[src/rtl/demux_router_reg_pkg.sv]
// demux_router_reg_pkg: shared constants and helpers for the registered demux router
package demux_router_reg_pkg;
  localparam int DEF_WIDTH = 8;

  function automatic int sel_width(input int n);
    return (n > 2) ? $clog2(n) : 1;
  endfunction

  function automatic logic [31:0] sat_inc(input logic [31:0] v, input logic [31:0] max);
    return (v >= max) ? max : v + 32'd1;
  endfunction
endpackage

[src/rtl/demux_router_reg_chan_slot.sv]
// demux_chan_slot: one-entry output holding register that keeps its data after it is consumed
module demux_chan_slot
  import demux_router_reg_pkg::*;
#(
  parameter int WIDTH = DEF_WIDTH
) (
  input  logic             clk,
  input  logic             clr_n,
  input  logic             i_load,
  input  logic [WIDTH-1:0] i_data,
  input  logic             i_ready,
  output logic [WIDTH-1:0] o_data,
  output logic             o_valid,
  output logic             o_free
);
  logic [WIDTH-1:0] r_data;
  logic             r_valid;
  // load wins over drain so a same-cycle drain and refill leaves no bubble
  always_ff @(posedge clk or negedge clr_n) begin
    if (!clr_n) begin
      r_data  <= '0;
      r_valid <= 1'b0;
    end else begin
      if (i_load) r_data <= i_data;
      r_valid <= i_load | (r_valid & ~i_ready);
    end
  end
  assign o_data  = r_data;
  assign o_valid = r_valid;
  assign o_free  = ~r_valid | i_ready;
endmodule

[src/rtl/demux_router_reg.sv]
// demux_router_reg: routes a word to one or all channel registers with valid/ready and drop counting
module demux_router_reg
  import demux_router_reg_pkg::*;
#(
  parameter int WIDTH    = DEF_WIDTH,
  parameter int CHANNELS = 8,
  parameter int SEL_W    = sel_width(CHANNELS),
  parameter int CNT_W    = 8
) (
  input  logic                      clk,
  input  logic                      clr_n,
  input  logic [WIDTH-1:0]          in_data,
  input  logic [SEL_W-1:0]          in_sel,
  input  logic                      in_bcast,
  input  logic                      in_valid,
  output logic                      in_ready,
  output logic [CHANNELS*WIDTH-1:0] out_data,
  output logic [CHANNELS-1:0]       out_valid,
  input  logic [CHANNELS-1:0]       out_ready,
  output logic [CNT_W-1:0]          drop_count,
  output logic                      busy
);
  localparam int SEL_N = 1 << SEL_W;
  localparam logic [SEL_W:0] LP_CH = (SEL_W + 1)'(CHANNELS);
  logic [CHANNELS-1:0] w_free;
  logic [CHANNELS-1:0] w_load;
  logic [SEL_N-1:0]    w_free_ext;
  logic                w_in_range;
  logic                w_accept;
  logic                w_drop;
  logic [CNT_W-1:0]    r_drop_count;

  assign w_in_range = {1'b0, in_sel} < LP_CH;
  assign w_free_ext = SEL_N'(w_free);
  assign in_ready   = in_bcast ? &w_free : (w_in_range ? w_free_ext[in_sel] : 1'b1);
  assign w_accept   = in_valid & in_ready;
  assign w_drop     = w_accept & ~in_bcast & ~w_in_range;

  for (genvar i = 0; i < CHANNELS; i++) begin : g_chan
    assign w_load[i] = w_accept & (in_bcast | (in_sel == SEL_W'(i)));
    demux_chan_slot #(.WIDTH(WIDTH)) u_slot (
      .clk     (clk),
      .clr_n   (clr_n),
      .i_load  (w_load[i]),
      .i_data  (in_data),
      .i_ready (out_ready[i]),
      .o_data  (out_data[i*WIDTH +: WIDTH]),
      .o_valid (out_valid[i]),
      .o_free  (w_free[i])
    );
  end

  // count words accepted for a select with no channel, saturating at all-ones
  always_ff @(posedge clk or negedge clr_n) begin
    if (!clr_n) r_drop_count <= '0;
    else if (w_drop) r_drop_count <= CNT_W'(sat_inc(32'(r_drop_count), 32'({CNT_W{1'b1}})));
  end

  assign drop_count = r_drop_count;
  assign busy       = |out_valid;
endmodule

[config.mk]
export PLATFORM = sky130hd
export DESIGN_NAME = demux_router_reg
export DESIGN_NICKNAME = d
export VERILOG_FILES = /design/src/rtl/demux_router_reg_pkg.sv /design/src/rtl/demux_router_reg_chan_slot.sv /design/src/rtl/demux_router_reg.sv
export SDC_FILE = /design/constraint.sdc
export NUM_CORES = 1
export LEC_CHECK = 0
export CAP_MARGIN = 40
export CORE_MARGIN = 4
export CORE_UTILIZATION = 65
export DETAILED_ROUTE_END_ITERATION = 6
export DONT_BUFFER_PORTS = 1
export PLACE_DENSITY = 0.79
export SYNTH_ARGS = -nofsm -noshare
export SYNTH_HDL_FRONTEND = slang
export SYNTH_SLANG_ARGS = --single-unit
[constraint.sdc]
create_clock -name clk -period 4.8 [get_ports clk]
set_input_delay 0.72 -clock clk [delete_from_list [all_inputs] [get_ports clk]]
set_output_delay 0.72 -clock clk [all_outputs]
set_load 0.1 [all_outputs]
==> results.json, run 1 <==
{
  "synth_seq_cells": 72,
  "synth_edf_count": 0,
  "synth_area_sq_um": 3420,
  "initial_core_util_pct": 67.0,
  "yosysSeqAreaShare_pct": 52.7,
  "ys_async_sr_fraction_pct": 100,
  "flow.stopped_at": "detailed placement",
  "tool.error": "[ERROR DPL-0038] Utilization greater than 100%, impossible to legalize",
  "num_rows": 26,
  "yosysWarningCount": 0,
  "gp_congestion": 0.829,
  "die_x_um": 80.5,
  "io_buffers": 0,
  "fp.dieH_um": 80.5,
  "synth_cell_type_count": 37,
  "io_pins": 105,
  "synth_ff_type": "dfrtp_1",
  "status": "aborted with a tool error",
  "synthCells": 223,
  "postSynthAreaPerCell_sq_um": 15.3
}
## cell usage after synthesis, types with 2 or more instances
| cell | number | area, sq um |
|---|---|---|
| a21o_1 | 6 | 45.0 |
| a21oi_4 | 7 | 114 |
| buf_4 | 16 | 120 |
| dfrtp_1 | 72 | 1800 |
| mux2_1 | 8 | 90.1 |
| mux2_4 | 56 | 841 |
| nand2_1 | 11 | 41.3 |
| nand2_2 | 2 | 12.5 |
| nand2b_1 | 8 | 50.1 |
| nand3_4 | 2 | 35.0 |
| nor2_1 | 6 | 22.5 |
| nor2b_1 | 2 | 12.5 |
| nor4_1 | 2 | 12.5 |
| o21bai_1 | 2 | 15.0 |
## logic make-up after synthesis
kind of cell | count (synthesis) | synth area share [%]
other | 1 | 0.110
multiplexers | 64 | 27.2
flip-flops | 72 | 52.7
AO/OA/AOI/OAI | 22 | 7.28
AND/OR/NAND/NOR | 45 | 8.85
buffers and inverters | 19 | 3.88
## stage by stage
stage / std cells / setup slack (ps) / hold slack [ps] / instance area [sq um]
after floorplan: 230 / 1960 / 424 / 3450
after global placement: 282 / 1740 / 426 / 3410
==> inputs of run 2 (changes only) <==
Settings changed: CORE_UTILIZATION 65 to 40, PLACE_DENSITY 0.79 to default, PLACE_DENSITY_LB_ADDON from default to 0.15.
==> run 2 against run 1 <==
  * The run now ends clean
  * Synthesized cell count stayed put
  * Synthesized area is the same
==> results.json, run 2 <==
{
  "dpl.cell_count": 384,
  "tns_ps": 0,
  "synth_ff_type": "dfrtp_1",
  "vias": 2034,
  "yosysWarningCount": 0,
  "slowest_stage": "or4b_1",
  "rsz0062_at_grt": "false",
  "hold_violations": 0,
  "track_usage_pct": 17.6,
  "cp_max_fo": 9,
  "required_ps": 4080,
  "worstMarginPinSlew_ps": 904,
  "synth_area_leader_cell": "dfrtp_1",
  "io_buffers": 0,
  "yosys.area.top_type_share_pct": 52.7,
  "most-common-layout-cells": "dfrtp_1, buf_16, mux2_4",
  "cts_root_buffer": "clkbuf_8",
  "io_pins": 105,
  "grt_pass1_vias": 2222,
  "yosys.cell_count.top_type": "dfrtp_1",
  "vias_per_cell": 5.07,
  "synthTopCellsByArea": "dfrtp_1, mux2_4, buf_4, a21oi_4, mux2_1",
  "areaGrowthSynthToFinish_pct": 59.6,
  "cts-buffers-inserted": 9,
  "clkSinkCount": 72,
  "final.setup_skew_ps": 10.5,
  "fp.dieH_um": 100,
  "antenna_found_initial": 0,
  "clk_pin_slew_ps": 80,
  "largest_reg_flops": 64,
  "clockBufferDepth": 2,
  "grt_pass1_wl_um": 13200,
  "path_class": "input pin to primary output",
  "drv_slew": 0,
  "drt_iter0_drc": 21,
  "drt_first_pass_iters": 4,
  "fmax_ghz": 0.363,
  "postCtsHoldBufs": 0,
  "synth_edf_count": 0,
  "synth_commonest_cells": "dfrtp_1, mux2_4, buf_4",
  "cp_top_family": "compound AO/OA/AOI/OAI gates",
  "overflow": 0,
  "hold_path.class": "input pin to asynchronous set/reset pin",
  "finalSetupViolCount": 0,
  "tritoncts": "done",
  "synthCells": 223,
  "fin_crit_ps": 2750,
  "critical_path.cell_chain": "or4b_1, o211a_4, a221o_1, buf_16",
  "ant_nets": 0,
  "cts_resized": 0,
  "dieArea_sq_um": 10100,
  "postSynthAreaPerCell_sq_um": 15.3,
  "crit_arrival_ps": 2030,
  "synth_cell_type_count": 37,
  "max_stage_delay_ps": 540,
  "core_area_sq_um": 8260,
  "slew_headroom_pct": 39.7,
  "num_rows": 33,
  "drc": 0,
  "place_ws_ps": 2050,
  "wire_per_inst_um": 21.4,
  "routed_wl_um": 8580,
  "final_common_cell": "dfrtp_1",
  "htreeDepth": 3,
  "initial_core_util_pct": 41.4,
  "critPathBufInv": 1,
  "post-route-period-util_pct": 57.3,
  "critPathLaunchType": "input pin",
  "timing.final.ws_setup_ps": 2050,
  "grt_max_degree": 73,
  "post_cts.repair.setup_buffers": 0,
  "diodes": 0,
  "nets": 314,
  "synth_seq_cells": 72,
  "drive_gt1_share_pct": 53.0,
  "die_x_um": 100,
  "instances_no_fill": 401,
  "clock_latency_ps": 350,
  "gp_congestion": 0.744,
  "synth_area_sq_um": 3420,
  "yosysSeqAreaShare_pct": 52.7,
  "status": "finished clean",
  "cp-end-kind": "primary output",
  "cap_violations": 0,
  "hpwlAfterDp_um": 6310,
  "ys_async_sr_fraction_pct": 100
}
run 2: worst register-to-register path: stages, from the launching register on:
cell      delay [ps]
dfrtp_1          340
buf_4            300
nand2b_1         170
and4b_1          260
and3_1           330
a21oi_4          510
mux2_4           350
run 2: worst paths after layout:
check,startpoint,end,slack [ps],cells after the start
setup / recovery,in_sel[0],in_ready,2050,4
hold / removal,clr_n,g_chan[3].u_slot.o_data[5],60,0
setup reg to reg,g_chan[0].u_slot.o_valid,g_chan[4].u_slot.o_data[3],2410,6
min in group clk,in_data[4],g_chan[1].u_slot.o_data[4],510,1
max in group asynchronous,clr_n,g_chan[7].u_slot.o_data[0],4610,0
hold reg to reg,g_chan[1].u_slot.o_data[0],g_chan[1].u_slot.o_data[0],600,1
run 2: cell type report:
type	instances	area, sq um
Inverter	1	3.75
Tap cell	105	131
Timing Repair Buffer	68	1840
Sequential cell	72	1800
Multi-Input combinational cell	139	1510
Clock inverter	6	42.5
Clock buffer	10	128
Fill cell	554	2800
run 2: kinds of logic after synthesis:
logic type             Yosys count  share of synthesized area, %
DFF                             72                          52.7
muxes                           64                          27.2
and+or+nand+nor                 45                          8.85
AOI/OAI and AO/OA               22                          7.28
buffers and inverters           19                          3.88
other                            1                         0.110
run 2: stage by stage:
step	utilization, %	cell area (sq um)	hold WS (ps)
floorplan	-	3450	424
CTS	65.8	5430	41.9
finish	66.1	5460	64.6
detailed placement	63.7	5260	426
global route	66.1	5460	32.6
global placement	41.9	3460	427
run 2: routing by layer:
| metal | vias up | share of wire [%] | GRT usage, % |
|---|---|---|---|
| met4 | 0 | 0.77 | 4.97 |
| met3 | 4 | 8.5 | 7.54 |
| li1 | 914 | - | - |
| met1 | 1036 | 41 | 21.3 |
| met2 | 80 | 50 | 28.6 |
| met5 | - | 0 | 0 |
Power of run 2 is left out: the tool's default activity adds up to more than one toggle a clock period on the data nets, which glitch-free logic cannot reach.
